$ cat config.mk
export PLATFORM = sky130hd
export DESIGN_NAME = lif_layer
export DESIGN_NICKNAME = d
export VERILOG_FILES = /design/src/rtl/lif_pkg.sv /design/src/rtl/lif_update_unit.sv /design/src/rtl/lif_layer.sv
export SDC_FILE = /design/constraint.sdc
export NUM_CORES = 1
export LEC_CHECK = 0
export ABC_CLOCK_PERIOD_IN_PS = 8550
export CAP_MARGIN = 40
export CELL_PAD_IN_SITES_DETAIL_PLACEMENT = 0
export CELL_PAD_IN_SITES_GLOBAL_PLACEMENT = 1
export CORE_MARGIN = 5
export CORE_UTILIZATION = 35
export CTS_BUF_LIST = sky130_fd_sc_hd__clkbuf_4 sky130_fd_sc_hd__clkbuf_8 sky130_fd_sc_hd__clkbuf_16
export DETAILED_ROUTE_END_ITERATION = 6
export PLACE_DENSITY_LB_ADDON = 0.05
export SKIP_CTS_REPAIR_TIMING = 1
export SYNTH_ARGS = -nofsm -noshare
export SYNTH_HDL_FRONTEND = slang
export SYNTH_SLANG_ARGS = --single-unit
$ cat constraint.sdc
create_clock -name clk -period 8.55 [get_ports clk]
set_clock_uncertainty 0.2 [all_clocks]
set_input_delay 2.1375 -clock clk [delete_from_list [all_inputs] [get_ports clk]]
set_output_delay 2.1375 -clock clk [all_outputs]
set_load 0.05 [all_outputs]
$ cat src/rtl/lif_pkg.sv
// Shared types and constants for the LIF neuron layer.
package lif_pkg;

  typedef enum logic [1:0] {
    IDLE = 2'd0,
    RUN  = 2'd1,
    DONE = 2'd2
  } lif_state_e;

  localparam logic RESET_SUBTRACT = 1'b0;
  localparam logic RESET_ZERO     = 1'b1;

endpackage

$ cat src/rtl/lif_update_unit.sv
// Combinational single-neuron LIF update: leak, saturating integrate, fire and reset.
module lif_update_unit
  import lif_pkg::*;
#(
  parameter int STATE_W = 8
) (
  input  logic [STATE_W-1:0] mem,
  input  logic [STATE_W-1:0] cur,
  input  logic [STATE_W-1:0] beta,
  input  logic [STATE_W-1:0] threshold,
  input  logic               mode,
  output logic [STATE_W-1:0] mem_next,
  output logic               spike
);

  localparam logic [2*STATE_W-1:0] SAT = {{STATE_W{1'b0}}, {STATE_W{1'b1}}};

  logic [2*STATE_W-1:0] prod;
  logic [2*STATE_W-1:0] sum_w;
  logic [STATE_W-1:0]   v;

  assign prod  = {{STATE_W{1'b0}}, mem} * {{STATE_W{1'b0}}, beta};
  // Sum is kept wide so the saturation compare sees every carry bit.
  assign sum_w = (prod >> STATE_W) + {{STATE_W{1'b0}}, cur};
  assign v     = (sum_w > SAT) ? {STATE_W{1'b1}} : sum_w[STATE_W-1:0];
  assign spike = (v >= threshold);

  always_comb begin
    mem_next = v;
    if (spike) begin
      mem_next = (mode == RESET_ZERO) ? '0 : v - threshold;
    end
  end

endmodule

$ cat src/rtl/lif_layer.sv
// Layer of N_NEURONS LIF neurons sharing one sequential update datapath.
// Optional refractory counters enabled by defining LIF_REFRACTORY_EN.
//
// state | meaning
// IDLE  | ready for a step; accept captures current/beta/threshold
// RUN   | update neuron idx, one per clock
// DONE  | spike vector and spike_valid presented, return to IDLE
module lif_layer
  import lif_pkg::*;
#(
  parameter int N_NEURONS    = 8,
  parameter int STATE_W      = 8,
  parameter int RESET_MODE   = 0,
  parameter int REFRAC_STEPS = 2,
  localparam int SEL_W       = (N_NEURONS > 1) ? $clog2(N_NEURONS) : 1
) (
  input  logic                         clk,
  input  logic                         rst_n,
  input  logic                         step_valid,
  output logic                         step_ready,
  input  logic [N_NEURONS*STATE_W-1:0] current,
  input  logic [STATE_W-1:0]           beta,
  input  logic [STATE_W-1:0]           threshold,
  output logic [N_NEURONS-1:0]         spikes,
  output logic                         spike_valid,
  input  logic [SEL_W-1:0]             mon_sel,
  output logic [STATE_W-1:0]           state_mon
);

  if (N_NEURONS < 1 || REFRAC_STEPS < 0) begin : g_param_check
    $error("lif_layer: N_NEURONS must be >= 1 and REFRAC_STEPS >= 0");
  end

  lif_state_e state_q, state_d;

  logic [SEL_W-1:0]             idx_q;
  logic [N_NEURONS*STATE_W-1:0] cur_sh;
  logic [STATE_W-1:0]           beta_sh;
  logic [STATE_W-1:0]           thr_sh;
  logic [STATE_W-1:0]           mem_q [N_NEURONS];
  logic [N_NEURONS-1:0]         stage_q;
  logic [N_NEURONS-1:0]         stage_next;

  logic               accept;
  logic               last;
  logic [STATE_W-1:0] mem_sel;
  logic [STATE_W-1:0] cur_sel;
  logic [STATE_W-1:0] upd_mem;
  logic               upd_spike;
  logic [STATE_W-1:0] commit_mem;
  logic               commit_spike;

  assign accept    = step_valid && step_ready;
  assign last      = (idx_q == SEL_W'(N_NEURONS - 1));
  assign mem_sel   = mem_q[idx_q];
  assign cur_sel   = cur_sh[idx_q*STATE_W +: STATE_W];
  assign state_mon = mem_q[mon_sel];

  lif_update_unit #(
    .STATE_W(STATE_W)
  ) u_update (
    .mem      (mem_sel),
    .cur      (cur_sel),
    .beta     (beta_sh),
    .threshold(thr_sh),
    .mode     ((RESET_MODE != 0) ? RESET_ZERO : RESET_SUBTRACT),
    .mem_next (upd_mem),
    .spike    (upd_spike)
  );

`ifdef LIF_REFRACTORY_EN
  localparam int RC_W = (REFRAC_STEPS > 0) ? $clog2(REFRAC_STEPS + 1) : 1;

  logic [RC_W-1:0] refrac_q [N_NEURONS];
  logic            in_refrac;

  assign in_refrac = (refrac_q[idx_q] != '0);

  always_comb begin
    commit_mem   = upd_mem;
    commit_spike = upd_spike;
    if (in_refrac) begin
      commit_mem   = mem_sel;
      commit_spike = 1'b0;
    end
  end

  always_ff @(posedge clk) begin
    if (!rst_n) begin
      for (int i = 0; i < N_NEURONS; i++) refrac_q[i] <= '0;
    end else if (state_q == RUN) begin
      if (in_refrac) begin
        refrac_q[idx_q] <= refrac_q[idx_q] - RC_W'(1);
      end else if (upd_spike) begin
        refrac_q[idx_q] <= RC_W'(REFRAC_STEPS);
      end
    end
  end
`else
  assign commit_mem   = upd_mem;
  assign commit_spike = upd_spike;
`endif

  always_comb begin
    stage_next        = stage_q;
    stage_next[idx_q] = commit_spike;
  end

  always_ff @(posedge clk) begin
    if (!rst_n) begin
      state_q <= IDLE;
    end else begin
      state_q <= state_d;
    end
  end

  always_comb begin
    state_d    = state_q;
    step_ready = 1'b0;
    case (state_q)
      IDLE: begin
        step_ready = 1'b1;
        if (step_valid) state_d = RUN;
      end
      RUN:     if (last) state_d = DONE;
      DONE:    state_d = IDLE;
      default: state_d = IDLE;
    endcase
  end

  // The last neuron's result goes straight into spikes so the vector and
  // spike_valid are both registered and visible for the whole DONE cycle.
  always_ff @(posedge clk) begin
    if (!rst_n) begin
      idx_q       <= '0;
      cur_sh      <= '0;
      beta_sh     <= '0;
      thr_sh      <= '0;
      stage_q     <= '0;
      spikes      <= '0;
      spike_valid <= 1'b0;
      for (int i = 0; i < N_NEURONS; i++) mem_q[i] <= '0;
    end else begin
      spike_valid <= 1'b0;
      if (accept) begin
        cur_sh  <= current;
        beta_sh <= beta;
        thr_sh  <= threshold;
        idx_q   <= '0;
      end
      if (state_q == RUN) begin
        mem_q[idx_q] <= commit_mem;
        stage_q      <= stage_next;
        idx_q        <= idx_q + SEL_W'(1);
        if (last) begin
          spikes      <= stage_next;
          spike_valid <= 1'b1;
        end
      end
    end
  end

endmodule

==> results of run 1 <==
## final timing paths
| kind | cells past startpoint | end | startpoint | slack, ps |
|---|---|---|---|---|
| worst min register to register | 2 | spikes[3] | spikes[3] | 260 |
| worst min-delay path | 2 | spikes[3] | spikes[3] | 260 |
| worst max register to register | 35 | mem_q[0][6] | register | 150 |
| worst max-delay path | 35 | mem_q[0][6] | register | 150 |
## placed cells by master, fill, tap and decap left out, types with 8 or more instances in the layout
master	count
a21boi_0	91
a21oi_1	14
a22oi_1	28
and2_1	13
buf_4	92
clkbuf_16	18
clkdlybuf4s50_1	102
dfxtp_1	103
edfxtp_1	64
fa_1	34
ha_1	43
inv_1	45
mux2_2	8
mux2i_1	11
mux4_2	31
nand2_1	211
nand2b_1	10
nand3_1	19
nor2_1	63
nor2b_1	42
nor3_1	11
o21ai_0	14
## flip-flops by register name, indices dropped and copies added (netlist names), named ones only
signal and flops:
spike_valid 1, spikes 8, stage_q 8, idx_q 3
thr_sh 8, state_q 2, beta_sh 8, mem_q 64
cur_sh 64
## stage by stage
| stage | instance area (µm²) | TNS, ps | hold slack (ps) |
|---|---|---|---|
| after CTS | 13000 | -13490 | 262 |
| after floorplan | 10300 | 0 | 243 |
| after global routing | 13400 | -986 | 280 |
| after global placement | 12300 | -8270 | 242 |
| final | 13400 | 0 | 260 |
| after detailed placement | 12400 | -9570 | 246 |
## power groups by stage
stage	Combinational (mW)	Clock, mW	Sequential [mW]
after floorplan	0.441	0	0.908
after global placement	0.741	0	0.919
after detailed placement	0.745	0	0.920
after CTS	0.749	0.842	0.901
after global routing	0.867	0.875	0.906
final	0.792	0.821	0.901
## tightest hold or removal path, stage by stage (launching register included)
cell and delay (ps):
dfxtp_1 330, nand2_1 40, o21ai_0 50
## area by class of cell
cell class / count / share of cell area
Clock inverter: 15 / 0.0146
Multi-Input combinational cell: 765 / 0.455
Sequential cell: 169 / 0.302
Inverter: 48 / 0.0135
Timing Repair Buffer: 210 / 0.147
Clock buffer: 17 / 0.0319
Tap cell: 384 / 0.0360
## cell families (layout without fill, tap and decap cells)
| group | Yosys count | in the layout | share of synthesized area |
|---|---|---|---|
| muxes | 62 | 62 | 0.103 |
| and+or+nand+nor | 406 | 406 | 0.178 |
| buffers and inverters | 103 | 290 | 0.0390 |
| AOI/OAI and AO/OA | 197 | 197 | 0.139 |
| xor gates and xnor gates | 12 | 12 | 0.0103 |
| adders and majority gates | 88 | 88 | 0.135 |
| DFF | 169 | 169 | 0.395 |
## metal layers
metal,vias up,GRT usage,part of all wire
li1,3958,-,-
met1,3891,0.250,0.46
met2,137,0.318,0.50
met3,19,0.0301,0.030
met4,0,0.0399,0.011
met5,-,0,0
==> out/metrics.cfg, run 1 <==
[status]
status = finished clean

[pwr]
intPower_mw = 1.66
p_per_area_nw_per_um2 = 188
irDropWorstVdd_mv = 0.139
swShare = 0.338
finalPower_mw = 2.51
seqPwrFrac = 0.358
p_sw_uw = 849
clkPwrFrac = 0.327
leakage_nw = 5.27
combPwrFrac = 0.315

[die]
die_area_um2 = 32600
initial_core_util = 0.355
core-area_um2 = 28700
die_y_um = 181
die_w_um = 181
ioPinCount = 104
rows = 62

[clocking]
clk_latency_ps = 440
cts_sinks = 169
htreeDepth = 4
clk_pin_slew_ps = 80
cts_root_buffer = clkbuf_16
cts_made_buffers = 17
clock_path_buffers = 2
cts_tree = built

[logic_synthesis]
synth_edf_count = 64
synth_area_leaders = dfxtp_1 21%, edfxtp_1 19%, nand2_1 7.9%
synth_cell_types = 52
synth_common_cells = 215 x nand2_1, 105 x dfxtp_1, 91 x a21boi_0
synth_nets = 1211
synth.avg_cell_area_um2 = 9.81
yosysTopAreaCellShare = 0.207
synth_cells = 1037
yosysMostFrequentCell = nand2_1
yosysTopAreaCell = dfxtp_1
synth_seq_cells = 169
async_flop_share = 0
mappedNetlistArea_um2 = 10200
ys_seq_area_frac = 0.395
yosys_warnings = 0
synth_ff_type = dfxtp_1

[worst_setup_path]
slowest_stage = or4_4
cp-start-kind = register
cp_slowest_stage_delay_ps = 560
critPathBufInv = 8
cpMostUsedCell = fa_1
cp_top_family = adder cells
worstSetupPathType = reg2reg
arrival_ps = 8380
cp-end-kind = register
required_ps = 8530
critPathMaxFanout = 8

[timing]
fmax_mhz = 119
min_period_over_period = 0.982
tightest_slew_ps = 730
hold_viol_final = 0
timing.slew.headroom = 0.513
finalCriticalPeriod_ps = 8400
finalSetupViolCount = 0
rsz0062_at_grt = yes
setup_ws_ps = 152
final_max_slew_viol_count = 0

[global_routing]
grt_pass1_vias = 8164
antenna_found_initial = 0
grt_max_degree = 91
track_usage = 0.186
grt_pass1_wl_mm = 47.8
gr-total-overflow = 0

[finish]
seqCellArea_um2 = 4030
layout.nets = 1385
finalNonFillerCells = 1608
antenna_cells = 0
final.fill_count = 2803
area_growth_pct = 31.2
final_util = 0.465
multi_input_area_um2 = 6080
layout-drive-gt1-share = 0.197

[detailed_routing]
post_drt_via_cell_ratio = 4.98
first_iter_violations = 486
drc_errors = 0
route.vias.total = 8005
avgRoutedWirePerCell_um = 18.9
wirelength_mm = 30.3
drt_first_pass_iters = 5
ant_nets = 0

[place]
gp_congestion = 0.840
placedCellCount = 1562
dp_hpwl_mm = 22.2
port_buffers = 103
pre_cts_ws_ps = -191

[min_path]
hold_path.class = reg2reg

[job]
maxCapViolations = 0

Power figures use the tool's default switching activity.
==> run 2: changes to the inputs <==
--- a/config.mk
+++ b/config.mk
@@ -14,6 +14,7 @@
 export CTS_BUF_LIST = sky130_fd_sc_hd__clkbuf_4 sky130_fd_sc_hd__clkbuf_8 sky130_fd_sc_hd__clkbuf_16
 export DETAILED_ROUTE_END_ITERATION = 6
 export PLACE_DENSITY_LB_ADDON = 0.05
+export RECOVER_POWER = 100
 export SKIP_CTS_REPAIR_TIMING = 1
 export SYNTH_ARGS = -nofsm -noshare
 export SYNTH_HDL_FRONTEND = slang
==> run 2 against run 1 <==
The run now ends with capacitance limit, slew limit left. Critical path depth is the same. Cell count stayed put. Total power about the same.
==> out/metrics.cfg, run 2 (same netlist as run 1, synthesis figures left out) <==
[finish]
final_cell_mix = 212 x nand2_1, 103 x dfxtp_1, 91 x a21boi_0, 90 x buf_4, 83 x clkdlybuf4s50_1
layout_commonest_cell = nand2_1
layout.nets = 1385
stdcell_area_um2 = 13300
area_growth_pct = 30.9
multi_input_area_um2 = 6070
seqCellArea_um2 = 4030
reg.largest.list = cur_sh (64), mem_q (64)
layout-drive-gt1-share = 0.193
final.fill_count = 2808
finalNonFillerCells = 1608
antenna_cells = 0
final_util = 0.464

[place]
port_buffers = 103
dp_hpwl_mm = 22.2
pre_cts_ws_ps = -191
dpl_cell_area_um2 = 12400
placedCellCount = 1562
gp_congestion = 0.840

[detailed_routing]
wirelength_mm = 30.3
first_iter_violations = 486
route.vias.total = 8018
ant_nets = 0
post_drt_via_cell_ratio = 4.99
drt_first_pass_iters = 6
avgRoutedWirePerCell_um = 18.9
drc_errors = 0

[min_path]
hold_path.class = reg2reg
min_from = spikes[3]
min_path_cells = 2

[die]
ioPinCount = 104
die_y_um = 181
rows = 62
die_area_um2 = 32600
initial_core_util = 0.355
core-area_um2 = 28700
die_w_um = 181

[status]
violations = capacitance limit, slew limit
status = finished, violations left

[worst_setup_path]
r2r.worst_path.cells = 35
crit_end = mem_q[0][6]
cp_slowest_stage_delay_ps = 560
critPathMaxFanout = 8
cpMostUsedCell = fa_1
cp-end-kind = register
r2r_end = mem_q[0][6]
arrival_ps = 8370
required_ps = 8530
reg2reg_slack_ps = 160
worstSetupPathType = reg2reg
slowest_stage = or4_4
cp-start-kind = register

[pwr]
irDropWorstVdd_mv = 0.138
p_per_area_nw_per_um2 = 189
leakage_nw = 5.29

[global_routing]
antenna_found_initial = 0
grt_pass1_wl_mm = 47.8
track_usage = 0.186
grt_pass1_vias = 8164
grt_max_degree = 91
gr-total-overflow = 0

[timing]
setup_ws_ps = 164
timing.slew.headroom = -1.03
hold_viol_final = 0
fmax_mhz = 119
rsz0062_at_grt = yes
hold_slack_ps = 254
min_period_over_period = 0.981
tightest_slew_ps = 3050
finalCriticalPeriod_ps = 8390
final_max_slew_viol_count = 151
finalSetupViolCount = 0

[clocking]
htreeDepth = 4
clk_latency_ps = 440
cts_tree = built
cts_made_buffers = 17
clk_pin_slew_ps = 80
clock_path_buffers = 2
cts_root_buffer = clkbuf_16
cts_sinks = 169

[job]
maxCapViolations = 3

[run 2: cell types whose count changed in the layout (fill, tap and decap cells not counted), sizes merged]
cell	delta
buf	-3
dlygate4sd3	+19
clkbuf	+3
clkdlybuf4s50	-19
[run 2: how the worst min path moves through the flow]
stage | to | slack, ps
4_1_cts | spikes[1] | 260
2_1_floorplan | stage_q[0] | 240
3_3_place_gp | spikes[6] | 240
3_5_place_dp | spikes[1] | 250
6_report | spikes[3] | 250
5_1_grt | cur_sh[17] | 280
[run 2: cell type report]
| class | instances | share of cell area |
|---|---|---|
| multi-input combinational | 765 | 0.456 |
| sequential | 169 | 0.302 |
| timing repair buffer | 210 | 0.146 |
| tap | 384 | 0.0361 |
| clock buffer | 17 | 0.0319 |
| clock inverter | 15 | 0.0146 |
| inverter | 48 | 0.0135 |
[run 2: per-layer routing]
metal  vias to the layer above  part of all wire  track usage
met3                        19             0.031       0.0301
li1                       3957                 -            -
met4                         0             0.011       0.0399
met1                      3898              0.46        0.250
met5                         -                 0            0
met2                       144              0.50        0.318
[run 2: per-stage QoR]
step	power [mW]	TNS (ps)
6_report	2.51	0
5_1_grt	2.65	-987
4_1_cts	2.49	-13490
3_5_place_dp	1.66	-9570
3_3_place_gp	1.66	-8270
2_1_floorplan	1.35	0
[run 2: report_power, final]
group	switching [mW]	internal, mW	total, mW	leakage (nW)
logic	0.426	0.364	0.790	3.47
clock network	0.396	0.425	0.821	0.296
registers	0.0263	0.874	0.901	1.52
total	0.849	1.66	2.51	5.29
[run 2: worst max-delay path: cells and delay by family, from the launching register on]
family / cells / cell delay, ps
AOI/OAI and AO/OA: 7 / 1420
adders and majority gates: 8 / 3010
and+or+nand+nor: 10 / 1720
DFF: 1 / 360
buffers and inverters: 8 / 880
muxes: 2 / 550
==> edit 1: new RTL, settings of run 1 <==
Build with the macro `LIF_REFRACTORY_EN` defined.
--- a/src/rtl/lif_layer.sv
+++ b/src/rtl/lif_layer.sv
@@ -5,6 +5,8 @@
 // IDLE  | ready for a step; accept captures current/beta/threshold
 // RUN   | update neuron idx, one per clock
 // DONE  | spike vector and spike_valid presented, return to IDLE
+`define LIF_REFRACTORY_EN
+
 module lif_layer
   import lif_pkg::*;
 #(
Formal check against the unedited RTL: same outputs for any inputs over 4 cycles, from zero or initial values and one cycle with rst_n low; that may be too few to reach the edited logic, so the function may still have changed.
==> edit 1 against run 1 <==
Synthesized cell count is 18% higher; non-clock buffer count up 8; sequential cell count is 16 higher; routed wire length grew 25%; highest routed layer unchanged; count of clock-buffer cells in the layout is 1 higher; critical path type unchanged; sequential share of layout area is 0.13 points lower; cell area grew 12%; sequential power increased by 10%; the flow now finishes with violations (negative setup slack); power up 9.4%; area after synthesis is 15% higher; largest cell class unchanged; critical path depth decreased by 2; setup slack worse by 210 ps; clock power hardly changed.
==> edit 1: results (changes against run 1) <==
Outcome
  • Status: finished with violations
  • Failing checks: negative setup slack

Timing
  • Final setup fails: 10 (+10)
  • Total negative slack: -454 ps (-454 ps)
  • Max_slew headroom: 0.396 (-0.117)
  • Min setup slack post-route: -62.6 ps (-215 ps)

Drt
  • Number of DRC markers in iteration 0: 552 (+14%)
  • Vias: 9,620 (+20%)
  • WL final: 38,000 um (+25%)

Synth
  • Syn nets: 1,396 (+15%)
  • Post-synth top cells: nand2_1 (224), dfxtp_1 (105), a21boi_0 (83)
  • Sequential share of the synthesized area: 0.383 (-0.0120)
  • Largest cells by area after synthesis: edfxtp_1 (20%), dfxtp_1 (18%), nand2_1 (7.2%)
  • Post-synthesis cell type count: 74 (+42%)

Setup path
  • FF-to-FF path depth: 33 (-5.7%)
  • Critical path arrival: 8780 ps (+400 ps)
  • Largest stage delay on the critical path: 540 ps (-20 ps)
  • Critical Path Slowest Stage Cell: fa_1

Min path
  • HP Class: reg2reg

Power and ir drop
  • LEAKAGE: 5.92 nW (+12%)

Finish
  • Biggest regs: cur_sh (64), mem_q (64), refrac_q (16)
  • Proportion of layout cells with a drive suffix above 1: 0.201 (+0.00382)
  • Number of nets in the layout: 1,552 (+12%)

Place
  • Placer congestion estimate: 0.847 (+0.80%)
  • Post-DP HPWL: 27,800 um (+25%)

GRT
  • Vias in the first global route: 9,879 (+21%)
==> edit 1: cell type report <==
| class | count | area, um^2 |
|---|---|---|
| timing repair buffer | 218 | 2000 |
| clock buffer | 18 | 439 |
| tap | 448 | 561 |
| inverter | 59 | 221 |
| fill | 3368 | 18400 |
| sequential | 185 | 4510 |
| clock inverter | 14 | 166 |
| multi-input combinational | 896 | 7110 |
==> edit 1: report_power, final <==
group	leakage (nW)	internal [mW]	switching [mW]
clock network	0.306	0.424	0.397
registers	1.69	0.963	0.0287
logic	3.93	0.419	0.517
total	5.92	1.81	0.943
==> edit 1: critical path, delay by kind of cell, from the launching register on <==
family | cells | cell delay [ps]
multiplexers | 2 | 840
flip-flops | 1 | 380
AO/OA/AOI/OAI | 9 | 1540
adder cells (fa/ha/maj) | 7 | 2600
AND/OR/NAND/NOR | 9 | 2360
buffers and inverters | 6 | 600
==> edit 1: logic make-up after synthesis <==
family / share of synthesized area
fa+ha+maj: 0.118
buf+inv: 0.0471
simple gates: 0.205
flops: 0.383
mux: 0.0863
compound gates: 0.152
xor+xnor: 0.00820
==> edit 1: path summary, 6_finish.rpt <==
path	from	endpoint
worst max-delay path	flip-flop	spikes[3]$_SDFFE_PN0P_
worst max register to register	flip-flop	spikes[3]$_SDFFE_PN0P_
worst min-delay path	cur_sh[49]$_SDFFE_PN0P_	cur_sh[49]$_SDFFE_PN0P_
worst min register to register	cur_sh[49]$_SDFFE_PN0P_	cur_sh[49]$_SDFFE_PN0P_
==> edit 1: layer usage <==
layer  GRT usage  wire length, um  vias to the layer above
li1            -                -                     4645
met1       0.277            17500                     4712
met2       0.326            18300                      226
met3      0.0317             1530                       37
met4      0.0511              658                        0
met5           0                0                        -
==> edit 1: through the flow <==
stage	std cells	power (mW)	cell area, um^2	hold slack (ps)	setup slack, ps
floorplan	1221	1.51	11900	243	5.10
global placement	1799	1.89	14000	254	-196
detailed placement	1800	1.89	14100	258	-283
CTS	1832	2.71	14700	269	-308
global route	1838	2.88	15000	290	-385
finish	1838	2.75	15000	266	-62.6
==> edit 2: new RTL, config.mk and constraints of run 1 <==
Made on the original files. Encoding of `lif_state_e`: now one-hot (3 bits for 3 states).
--- a/src/rtl/lif_pkg.sv
+++ b/src/rtl/lif_pkg.sv
@@ -1,10 +1,10 @@
 // Shared types and constants for the LIF neuron layer.
 package lif_pkg;
 
-  typedef enum logic [1:0] {
-    IDLE = 2'd0,
-    RUN  = 2'd1,
-    DONE = 2'd2
+  typedef enum logic [2:0] {
+    IDLE = 3'b001,
+    RUN  = 3'b010,
+    DONE = 3'b100
   } lif_state_e;
 
   localparam logic RESET_SUBTRACT = 1'b0;
Function: same outputs for any inputs over 4 cycles, from zero or initial values and one cycle with rst_n low; so few cycles prove little.
==> edit 2 against run 1 <==
Cell area increased by 0.84%; area after synthesis increased by 0.74%; sequential share of layout area decreased by 0.11 points; power decreased by 2.4%; core utilization increased by 0.27 points; routed wire length increased by 2.3%; sequential cell count increased by 1; setup slack got worse by 110 ps; first-iteration DRC count increased by 10%; largest cell class unchanged; highest routed layer unchanged.
==> edit 2: results (changes against run 1) <==
Place
  • Placer congestion estimate: 0.821 (-2.2%)
  • Area after DPL: 12,400 um^2 (+0.42%)
  • Post-DP HPWL: 22,100 um (-0.28%)
  • Placement Setup Slack: -152 ps (+38.6 ps)
  • Inst Count DP: 1,566 (+0.26%)

Synth
  • Sequential share of the synthesized area: 0.394 (-0.000942)
  • Post-synth top cells: nand2_1 (205), dfxtp_1 (106), a21boi_0 (83)
  • Largest cells by area after synthesis: dfxtp_1 (21%), edfxtp_1 (19%), nand2_1 (7.5%)
  • Syn Inst Count: 1,048 (+1.1%)
  • Post-synthesis mux area share: 0.104 (+0.00157)

Timing
  • Final period util: 0.995 (+0.0130)
  • Worst Tran Pin Value: 828 ps (+98.1 ps)
  • WHS: 255 ps (-4.59 ps)

Drt
  • WL final: 31,000 um (+2.3%)
  • Vias: 8,001 (-0.050%)
  • Vias/cell: 4.97 (-0.11%)
  • Detailed Routing Iterations Pass 1: 4 (-1)

Finish
  • # fillers: 2,834 (+1.1%)
  • Fin area: 13,500 um^2 (+0.84%)
  • Proportion of layout cells with a drive suffix above 1: 0.208 (+0.0106)

GRT
  • Vias in the first global route: 8,274 (+1.3%)
  • Largest net degree at the start of global routing: 76 (-16%)
  • All-Layer GR Usage: 0.187 (+0.00116)

Setup path
  • Critical path arrival: 8470 ps (+90 ps)
  • FF-to-FF path depth: 33 (-5.7%)

Power and ir drop
  • Combinational power share: 0.300 (-0.015)
  • Overall power: 2.45 mW (-2.4%)
  • LEAKAGE: 5.27 nW (about the same)

Outcome
  • Status: complete, no violations
## edit 2: layer usage
| layer | part of all wire | GRT usage | up-vias |
|---|---|---|---|
| li1 | - | - | 3970 |
| met1 | 0.46 | 0.252 | 3874 |
| met2 | 0.50 | 0.324 | 144 |
| met3 | 0.035 | 0.0280 | 13 |
| met4 | 0.010 | 0.0348 | 0 |
| met5 | 0 | 0 | - |
## edit 2: how the worst min path moves through the flow
| stage | from | end | slack [ps] | depth (start not counted) |
|---|---|---|---|---|
| floorplan | cur_sh[10]$_SDFFE_PN0P_ | cur_sh[10]$_SDFFE_PN0P_ | 240 | 2 |
| global route | spikes[1]$_SDFFE_PN0P_ | spikes[1]$_SDFFE_PN0P_ | 270 | 2 |
| CTS | spikes[4]$_SDFFE_PN0P_ | spikes[4]$_SDFFE_PN0P_ | 260 | 2 |
| detailed placement | spikes[1]$_SDFFE_PN0P_ | spikes[1]$_SDFFE_PN0P_ | 250 | 2 |
| finish | spikes[4]$_SDFFE_PN0P_ | spikes[4]$_SDFFE_PN0P_ | 250 | 2 |
| global placement | spikes[4]$_SDFFE_PN0P_ | spikes[4]$_SDFFE_PN0P_ | 240 | 2 |
## edit 2: cells by family (layout without fill, tap and decap cells)
kind of cell | after synthesis | count (layout)
xor gates and xnor gates | 12 | 12
adders and majority gates | 88 | 88
AOI/OAI and AO/OA | 201 | 201
other | 0 | 1
DFF | 170 | 170
buffers and inverters | 113 | 289
and+or+nand+nor | 400 | 400
muxes | 64 | 64
## edit 2: cell type report
type                       instances  area share
multi-input combinational        765       0.460
sequential                       170       0.301
timing repair buffer             202       0.142
tap                              384      0.0357
clock buffer                      17      0.0316
inverter                          55      0.0153
clock inverter                    15      0.0140
antenna                            1    0.000186
